[config.mk]
export PLATFORM = sky130hd
export DESIGN_NAME = dot_operand_sequencer
export DESIGN_NICKNAME = d
export VERILOG_FILES = /design/src/rtl/dot_pkg.sv /design/src/rtl/dot_operand_sequencer_pair_fifo.sv /design/src/rtl/dot_operand_sequencer.sv
export SDC_FILE = /design/constraint.sdc
export NUM_CORES = 1
export LEC_CHECK = 0
export ABC_AREA = 0
export CORE_MARGIN = 10
export CORE_UTILIZATION = 47
export CTS_CLUSTER_DIAMETER = 150
export DETAILED_ROUTE_END_ITERATION = 16
export GPL_ROUTABILITY_DRIVEN = 1
export GPL_TIMING_DRIVEN = 0
export PLACE_DENSITY = 0.78
export SYNTH_ARGS = -nofsm -noshare
export SYNTH_HDL_FRONTEND = slang
export SYNTH_SLANG_ARGS = --single-unit
export TNS_END_PERCENT = 100
[constraint.sdc]
create_clock -name clk -period 3.8 [get_ports clk]
set_clock_uncertainty 0.05 [all_clocks]
set_input_delay 1.14 -clock clk [delete_from_list [all_inputs] [get_ports clk]]
set_output_delay 1.14 -clock clk [all_outputs]
set_load 0.02 [all_outputs]
[src/rtl/dot_pkg.sv]
// Shared constants and types for the dot-product operand sequencer.
package dot_pkg;
  localparam int DATA_WIDTH = 8;
  localparam int VEC_LENGTH = 3;
  localparam int FRAME_LEN  = 2*VEC_LENGTH;
  localparam int RES_WIDTH  = 2*DATA_WIDTH + $clog2(VEC_LENGTH);
  localparam int IDX_W      = $clog2(FRAME_LEN);

  typedef enum logic {IDLE, STREAM} seq_state_t;
  typedef logic [VEC_LENGTH*DATA_WIDTH-1:0] vec_t;
  typedef struct packed {
    vec_t b;
    vec_t a;
  } pair_t;
endpackage

[src/rtl/dot_operand_sequencer_pair_fifo.sv]
// Synchronous FIFO of operand pairs; head is always visible, pop advances it.
module pair_fifo
  import dot_pkg::*;
#(
  parameter int DEPTH = 2,
  localparam int OCC_W = $clog2(DEPTH+1)
) (
  input  logic             clk,
  input  logic             resetn,
  input  logic             push,
  input  logic [VEC_LENGTH*DATA_WIDTH-1:0] push_a,
  input  logic [VEC_LENGTH*DATA_WIDTH-1:0] push_b,
  input  logic             pop,
  output logic [VEC_LENGTH*DATA_WIDTH-1:0] head_a,
  output logic [VEC_LENGTH*DATA_WIDTH-1:0] head_b,
  output logic [OCC_W-1:0] occupancy
);
  localparam int AW = (DEPTH > 1) ? $clog2(DEPTH) : 1;

  pair_t         mem [DEPTH];
  logic [AW-1:0] wr_ptr, rd_ptr;

  function automatic logic [AW-1:0] next_ptr(input logic [AW-1:0] p);
    return (p == AW'(DEPTH-1)) ? '0 : p + AW'(1);
  endfunction

  assign head_a = mem[rd_ptr].a;
  assign head_b = mem[rd_ptr].b;

  // Storage write; contents need no reset since occupancy gates reads.
  always_ff @(posedge clk) begin
    if (push) mem[wr_ptr] <= '{b: push_b, a: push_a};
  end

  // Pointer and occupancy bookkeeping; reset flushes the queue.
  always_ff @(posedge clk) begin
    if (!resetn) begin
      wr_ptr    <= '0;
      rd_ptr    <= '0;
      occupancy <= '0;
    end else begin
      if (push) wr_ptr <= next_ptr(wr_ptr);
      if (pop)  rd_ptr <= next_ptr(rd_ptr);
      occupancy <= occupancy + OCC_W'(push) - OCC_W'(pop);
    end
  end
endmodule

[src/rtl/dot_operand_sequencer.sv]
// Buffers (A,B) operand pairs and streams them byte-serially to a dot-product
// engine that cannot stall, owning the engine reset to keep frames aligned.
module dot_operand_sequencer
  import dot_pkg::*;
#(
  parameter int FIFO_DEPTH = 2
) (
  input  logic                             clk,
  input  logic                             resetn,
  input  logic                             s_valid,
  output logic                             s_ready,
  input  logic [VEC_LENGTH*DATA_WIDTH-1:0] s_a,
  input  logic [VEC_LENGTH*DATA_WIDTH-1:0] s_b,
  output logic [DATA_WIDTH-1:0]            dp_din,
  output logic                             dp_resetn,
  output logic                             res_valid,
  output logic                             busy,
  output logic [15:0]                      frames
);
  localparam int OCC_W = $clog2(FIFO_DEPTH+1);
  localparam logic [IDX_W-1:0] LAST = IDX_W'(FRAME_LEN-1);

  seq_state_t                    state, state_n;
  logic [IDX_W-1:0]              idx, idx_n;
  logic [FRAME_LEN*DATA_WIDTH-1:0] shreg, shreg_n;
  logic [DATA_WIDTH-1:0]         dp_din_n;
  logic                          dp_resetn_n, res_valid_n, s_ready_n, busy_n;
  logic [15:0]                   frames_n;
  logic                          push, load, last_byte, fifo_ne;
  logic [VEC_LENGTH*DATA_WIDTH-1:0] head_a, head_b;
  logic [OCC_W-1:0]              occ, occ_n;

  assign push      = s_valid && s_ready;
  assign fifo_ne   = (occ != '0);
  assign last_byte = (state == STREAM) && (idx == LAST);

  pair_fifo #(.DEPTH(FIFO_DEPTH)) u_fifo (
    .clk       (clk),
    .resetn    (resetn),
    .push      (push),
    .push_a    (s_a),
    .push_b    (s_b),
    .pop       (load),
    .head_a    (head_a),
    .head_b    (head_b),
    .occupancy (occ)
  );

  // State register.
  always_ff @(posedge clk) begin
    if (!resetn) state <= IDLE;
    else         state <= state_n;
  end

  // Next state: start a frame whenever a pair is waiting; chain frames with no gap.
  always_comb begin
    state_n = state;
    load    = 1'b0;
    case (state)
      IDLE:   if (fifo_ne) begin load = 1'b1; state_n = STREAM; end
      STREAM: if (last_byte) begin
                if (fifo_ne) load = 1'b1;
                else         state_n = IDLE;
              end
      default: state_n = IDLE;
    endcase
  end

  // Next values of the registered outputs and datapath.
  always_comb begin
    occ_n       = occ + OCC_W'(push) - OCC_W'(load);
    s_ready_n   = (occ_n < OCC_W'(FIFO_DEPTH));
    busy_n      = (state_n == STREAM) || (occ_n != '0);
    dp_resetn_n = (state_n == STREAM);
    res_valid_n = last_byte;
    frames_n    = frames + 16'(last_byte);
    dp_din_n    = dp_din;
    idx_n       = idx;
    shreg_n     = shreg;
    if (load) begin
      // A0 goes straight to the bus; the rest queue up LSB-first behind it.
      dp_din_n = head_a[DATA_WIDTH-1:0];
      shreg_n  = {head_b, head_a} >> DATA_WIDTH;
      idx_n    = '0;
    end else if (state_n == IDLE) begin
      dp_din_n = '0;
      idx_n    = '0;
    end else begin
      dp_din_n = shreg[DATA_WIDTH-1:0];
      shreg_n  = shreg >> DATA_WIDTH;
      idx_n    = idx + IDX_W'(1);
    end
  end

  // Output and datapath registers.
  always_ff @(posedge clk) begin
    if (!resetn) begin
      idx       <= '0;
      shreg     <= '0;
      dp_din    <= '0;
      dp_resetn <= 1'b0;
      res_valid <= 1'b0;
      s_ready   <= 1'b0;
      busy      <= 1'b0;
      frames    <= '0;
    end else begin
      idx       <= idx_n;
      shreg     <= shreg_n;
      dp_din    <= dp_din_n;
      dp_resetn <= dp_resetn_n;
      res_valid <= res_valid_n;
      s_ready   <= s_ready_n;
      busy      <= busy_n;
      if (last_byte) frames <= frames_n;
    end
  end
endmodule

==> impl_metrics.yaml, run 1 <==
outcome:
  status: "finished clean"
finish:
  regArea_um2: 4400
  area_delta_synth_final_pct: 24.8
  multi_input_area_um2: 1880
  diodes: 0
  fin_nets: 668
  nFillCells: 1066
  finalInstanceArea_um2: 8020
  drive_above_1_share: 0.0657
  final_common_cell: "edfxtp_1"
  layout_common_cells: "96 x edfxtp_1, 94 x nand2_1, 78 x clkdlybuf4s50_1"
synthesis:
  synthAdderAreaFrac: 0.0117
  synthSimpleGateAreaFrac: 0.0971
  synth.avg_cell_area_um2: 12.5
  synthesis.area_um2: 6420
  synth_compound_area_frac: 0.0887
  synth.yosys.seq_area_share: 0.686
  async_flop_share: 0
  synth_edf_count: 96
  ys_seq_elements: 172
  ys_types: 34
  muxShareOfSynthArea: 0.0764
  synth_top_family_by_area: "simple AND/OR/NAND/NOR gates"
  synth_nets: 569
  ys_warn_count: 0
  syn_inst: 512
  synth_xor_area_frac: 0.0177
  synth_flop_cell: "edfxtp_1"
floorplanning:
  num_io_pins: 79
  dieArea_um2: 18700
  core_um2: 13300
  die_w_um: 137
  fp.dieH_um: 137
  rows: 42
  initial_core_util: 0.483
drt:
  drtAntennaViolNets: 0
  routed_wl_um: 13400
  drc_errors: 0
  drtIter0Drc: 298
  dr_total_vias: 4235
  drt_pass1_iterations: 5
  wire_per_inst_um: 16.8
  vias_per_cell: 5.29
setup_path:
  regToRegSetupSlack_ns: 1.18
  critPathBufInv: 2
  critPathSlowestCell: "clkdlybuf4s50_1"
  required_ns: 4.09
  cpPeakStageDelay_ns: 0.72
  timing.rr.end: "frames[14]$_SDFFE_PN0N_"
  worstReg2RegStart: "idx[0]$_SDFF_PP0_"
  path_delay_family: "buffers and inverters"
  cp_cell_sequence: "clkdlybuf4s50_1 -> inv_2 -> nor3_1 -> nand2_1 -> o21ai_0"
  crit_path_end_kind: "flop"
  startpoint: "resetn"
  crit_path_max_fanout: 10
  r2r_cells: 10
  setup.worst_path.class: "in -> reg"
  cp_data_arrival_time_ns: 3.05
  startpoint_type: "input port"
place:
  placed_cell_area_um2: 7470
  gp_congestion: 0.893
  port_buffers: 78
  hpwl_um: 9660
clock_tree:
  clk_latency_ns: 0.42
  clockBufferDepth: 2
  cts-buffers-inserted: 17
  postCtsHoldBufs: 0
  clock_tree.root_cell: "clkbuf_16"
  cts_tree: "built"
  htreeDepth: 4
  post-cts-setup-buffers: 0
  clock_sinks: 172
  cts.repair.resized: 0
  clk_pin_slew_ns: 0.06
hold_path:
  holdPathEnd: "idx[0]$_SDFF_PP0_"
  hold_depth: 1
  hp-start: "idx[0]$_SDFF_PP0_"
  hold_path_class: "reg -> reg"
timing:
  relSlewSlack: 0.452
  drv_slew: 0
  hold_ws_ns: 0.410
  finalHoldViolCount: 0
  clock.fmax_ghz: 0.362
  tightestPinTransition_ns: 0.815
  tns_ns: 0
  finalSetupViolations: 0
  period_share: 0.727
  min_period_ns: 2.76
  rsz0062_at_grt: "false"
global_route:
  track_usage: 0.148
  grt_start_max_net_pins: 34
  grt_overflow_total: 0
  grt_pass1_wl_um: 21800
  antenna_found_initial: 0
  grt_pass1_vias: 4420
power:
  internal_power_mw: 3.87
  p_sw_mw: 1.69
  ir_worst_vdd_uv: 495
  seqPwrFrac: 0.450
  combPwrFrac: 0.262
  p_sw_frac: 0.304
  leakagePower_nw: 2.69
  power.clock.fraction: 0.288
  power.density_nw_per_um2: 693
job:
  max_cap_violations: 0
==> power by group through the flow <==
stage	Clock, mW	Combinational, mW	Sequential [mW]
detailed placement	0	1.45	2.53
CTS	1.63	1.46	2.49
floorplan	0	0.977	2.53
global placement	0	1.39	2.53
finish	1.60	1.46	2.50
global route	1.71	1.61	2.53
==> sequential cells by signal (all words and copies together) (netlist names), named ones only <==
register and count:
res_valid 1, frames 16, idx 3, u_fifo.rd_ptr 1, dp_din 8, u_fifo.wr_ptr 1, u_fifo.mem 96, u_fifo.occupancy 2
shreg 40, busy 1, s_ready 1, dp_resetn 1
==> routing by layer <==
metal  vias to the layer above  part of all wire  global-route usage
li1                       2046                 -                   -
met1                      2035              0.42               0.174
met2                       134              0.49               0.244
met3                        20             0.068              0.0528
met4                         0             0.018              0.0544
met5                         -                 0                   0
==> layout make-up <==
type,count,share of cell area
sequential,172,0.549
multi-input combinational,305,0.235
timing repair buffer,80,0.102
clock buffer,25,0.0593
tap,176,0.0275
buffer,27,0.0142
clock inverter,7,0.00874
inverter,8,0.00375
==> metrics by stage <==
| stage | std cells | utilization | setup slack, ns | total power [mW] |
|---|---|---|---|---|
| 6_report | 800 | 0.603 | 1.04 | 5.56 |
| 5_1_grt | 800 | 0.603 | 0.851 | 5.85 |
| 4_1_cts | 800 | 0.603 | 1.05 | 5.58 |
| 3_5_place_dp | 768 | 0.562 | 0.658 | 3.98 |
| 3_3_place_gp | 766 | 0.558 | -1.42 | 3.91 |
| 2_1_floorplan | 512 | - | 0.0386 | 3.51 |
==> worst max path at each step <==
stage	slack, ns	depth (start not counted)	endpoint
2_1_floorplan	0.04	2	u_fifo.mem[0][0]$_DFFE_PP_
3_3_place_gp	-1.42	3	u_fifo.mem[0][6]$_DFFE_PP_
3_5_place_dp	0.66	5	shreg[38]$_SDFFE_PN0P_
4_1_cts	1.05	5	shreg[35]$_SDFFE_PN0P_
5_1_grt	0.85	5	shreg[37]$_SDFFE_PN0P_
6_report	1.04	5	shreg[35]$_SDFFE_PN0P_
==> synth_stat cells (all sizes together), types with 3 or more instances <==
master  number  area share
nand4        3      0.0039
buf          8      0.0066
o211ai      32       0.037
ha           6       0.012
nor3         3      0.0023
nor2        19       0.011
inv          8      0.0047
clkbuf      19       0.011
xnor2        5      0.0068
o31ai        3      0.0035
a21oi       41       0.032
edfxtp      96        0.45
or4          3      0.0035
mux2i       49       0.076
and2         3      0.0029
o21ai       18       0.014
xor2         8       0.011
nand2       94       0.055
nand3        6      0.0066
dfxtp       76        0.24
==> cell families (layout without fill, tap and decap cells) <==
| kind of cell | Yosys count | in the layout |
|---|---|---|
| buffers and inverters | 35 | 147 |
| muxes | 49 | 49 |
| DFF | 172 | 172 |
| AOI/OAI and AO/OA | 95 | 95 |
| xor gates and xnor gates | 13 | 13 |
| and+or+nand+nor | 142 | 142 |
| adders and majority gates | 6 | 6 |
Note: power is estimated with default switching activity, not from simulation.
==> run 2: changes to the inputs <==
--- a/config.mk
+++ b/config.mk
@@ -12,7 +12,7 @@
 export DETAILED_ROUTE_END_ITERATION = 16
 export GPL_ROUTABILITY_DRIVEN = 1
 export GPL_TIMING_DRIVEN = 0
-export PLACE_DENSITY = 0.78
+export PLACE_DENSITY = 0.75
 export SYNTH_ARGS = -nofsm -noshare
 export SYNTH_HDL_FRONTEND = slang
 export SYNTH_SLANG_ARGS = --single-unit
==> constraint.sdc (replaced) <==
create_clock -name clk -period 2.8 [get_ports clk]
set_clock_uncertainty 0.05 [all_clocks]
set_input_delay 0.84 -clock clk [delete_from_list [all_inputs] [get_ports clk]]
set_output_delay 0.84 -clock clk [all_outputs]
set_load 0.02 [all_outputs]
==> impl_metrics.yaml, run 2 (synthesis gave the netlist of run 1 again) <==
outcome:
  status: "finished clean"
timing:
  period_share: 0.940
  drv_slew: 0
  rsz0062_at_grt: "false"
  finalHoldViolCount: 0
  min_period_ns: 2.63
  clock.fmax_ghz: 0.380
  relSlewSlack: 0.410
  tightestPinTransition_ns: 0.878
  hold_ws_ns: 0.403
  finalSetupViolations: 0
  finalWorstSetupSlack_ns: 0.169
finish:
  layout_common_cells: "96 x edfxtp_1, 94 x nand2_1, 78 x clkdlybuf4s50_1"
  area_delta_synth_final_pct: 25.4
  diodes: 0
  top_regs: "u_fifo.mem: 96 flops, shreg: 40 flops, frames: 16 flops"
  top_register: "u_fifo.mem"
  nFillCells: 1015
  regArea_um2: 4400
  drive_above_1_share: 0.0705
  multi_input_area_um2: 1880
  largest_reg_flops: 96
  final_common_cell: "edfxtp_1"
  fin_nets: 668
drt:
  wire_per_inst_um: 16.6
  vias_per_cell: 5.25
  drc_errors: 0
  drtIter0Drc: 321
  dr_total_vias: 4201
  routed_wl_um: 13300
  drtAntennaViolNets: 0
  drt_pass1_iterations: 6
power:
  leakagePower_nw: 2.71
  power.density_nw_per_um2: 952
  ir_worst_vdd_uv: 524
clock_tree:
  postCtsHoldBufs: 0
  clk_pin_slew_ns: 0.07
  cts.repair.resized: 0
  cts_tree: "built"
  htreeDepth: 4
  clock_sinks: 172
  clk_latency_ns: 0.42
  cts-buffers-inserted: 17
  post-cts-setup-buffers: 0
  clockBufferDepth: 2
  clock_tree.root_cell: "clkbuf_16"
floorplanning:
  fp.dieH_um: 137
  dieArea_um2: 18700
  core_um2: 13300
  die_w_um: 137
  rows: 42
  num_io_pins: 79
  initial_core_util: 0.483
global_route:
  grt_start_max_net_pins: 33
  grt_pass1_vias: 4437
  antenna_found_initial: 0
  grt_pass1_wl_um: 21300
  track_usage: 0.146
  grt_overflow_total: 0
setup_path:
  crit_path_max_fanout: 9
  cp_data_arrival_time_ns: 2.93
  critPathSlowestCell: "or4_1"
  required_ns: 3.10
  setup.worst_path.class: "reg -> reg"
  cpPeakStageDelay_ns: 0.50
  startpoint_type: "flop"
  path_delay_family: "simple AND/OR/NAND/NOR gates"
  crit_path_end_kind: "flop"
  critPathMostFrequentCell: "ha_1"
  cp_cell_sequence: "ha_1 -> nand3_4 -> inv_2 -> ha_1 -> ha_1 -> nand3_1 -> or2_1 -> buf_6 -> or4_1 -> a21oi_1"
  critPathBufInv: 2
hold_path:
  hold_path_class: "reg -> reg"
place:
  pre_cts_ws_ns: -0.0946
  port_buffers: 78
  gp_congestion: 0.860
  hpwl_um: 9440
job:
  max_cap_violations: 0
[run 2: changes by cell type in the layout (fill, tap and decap cells not counted), sizes merged]
cell,previous run,this run
clkinv,3,5
bufinv,1,2
inv,9,12
clkbuf,44,38
[run 2: where the power goes]
group | total [mW] | internal [mW] | leakage (nW) | switching, mW
clock network | 2.30 | 1.34 | 0.281 | 0.957
registers | 3.39 | 3.17 | 1.50 | 0.221
logic | 1.97 | 0.807 | 0.927 | 1.16
[run 2: per-layer routing]
metal / share of wire / vias to the layer above / GRT usage
li1: - / 2042 / -
met1: 0.43 / 2011 / 0.173
met2: 0.49 / 133 / 0.239
met3: 0.069 / 15 / 0.0499
met4: 0.015 / 0 / 0.0597
met5: 0 / - / 0
[run 2: worst register-to-register path, stage by stage (launching register included)]
cell	delay, ns
dfxtp_1	0.37
ha_1	0.28
nand3_4	0.13
inv_2	0.16
ha_1	0.22
ha_1	0.18
nand3_1	0.13
or2_1	0.26
buf_6	0.14
or4_1	0.50
a21oi_1	0.15
[run 2: worst paths after layout]
kind	from	to	slack, ns	cells past startpoint
setup / recovery	idx[0]$_SDFF_PP0_	frames[14]$_SDFFE_PN0N_	0.17	10
setup reg to reg	idx[0]$_SDFF_PP0_	frames[14]$_SDFFE_PN0N_	0.17	10
hold reg to reg	shreg[39]$_SDFFE_PN0P_	shreg[31]$_SDFFE_PN0P_	0.40	2
hold / removal	shreg[39]$_SDFFE_PN0P_	shreg[31]$_SDFFE_PN0P_	0.40	2
[run 2: per-stage QoR]
step	instances	TNS (ns)	power, mW	area, um2	util
3_5_place_dp	768	-0.304	5.40	7470	0.562
2_1_floorplan	512	0	4.76	6420	-
5_1_grt	800	0	8.08	8050	0.606
4_1_cts	800	0	7.70	8050	0.606
6_report	800	0	7.66	8050	0.606
3_3_place_gp	766	-85.96	5.31	7420	0.558
[run 2: area by class of cell]
type | instances | area share
clock inverter | 13 | 0.0172
tap | 176 | 0.0274
buffer | 27 | 0.0141
sequential | 172 | 0.547
inverter | 8 | 0.00373
clock buffer | 19 | 0.0550
timing repair buffer | 80 | 0.102
multi-input combinational | 305 | 0.234
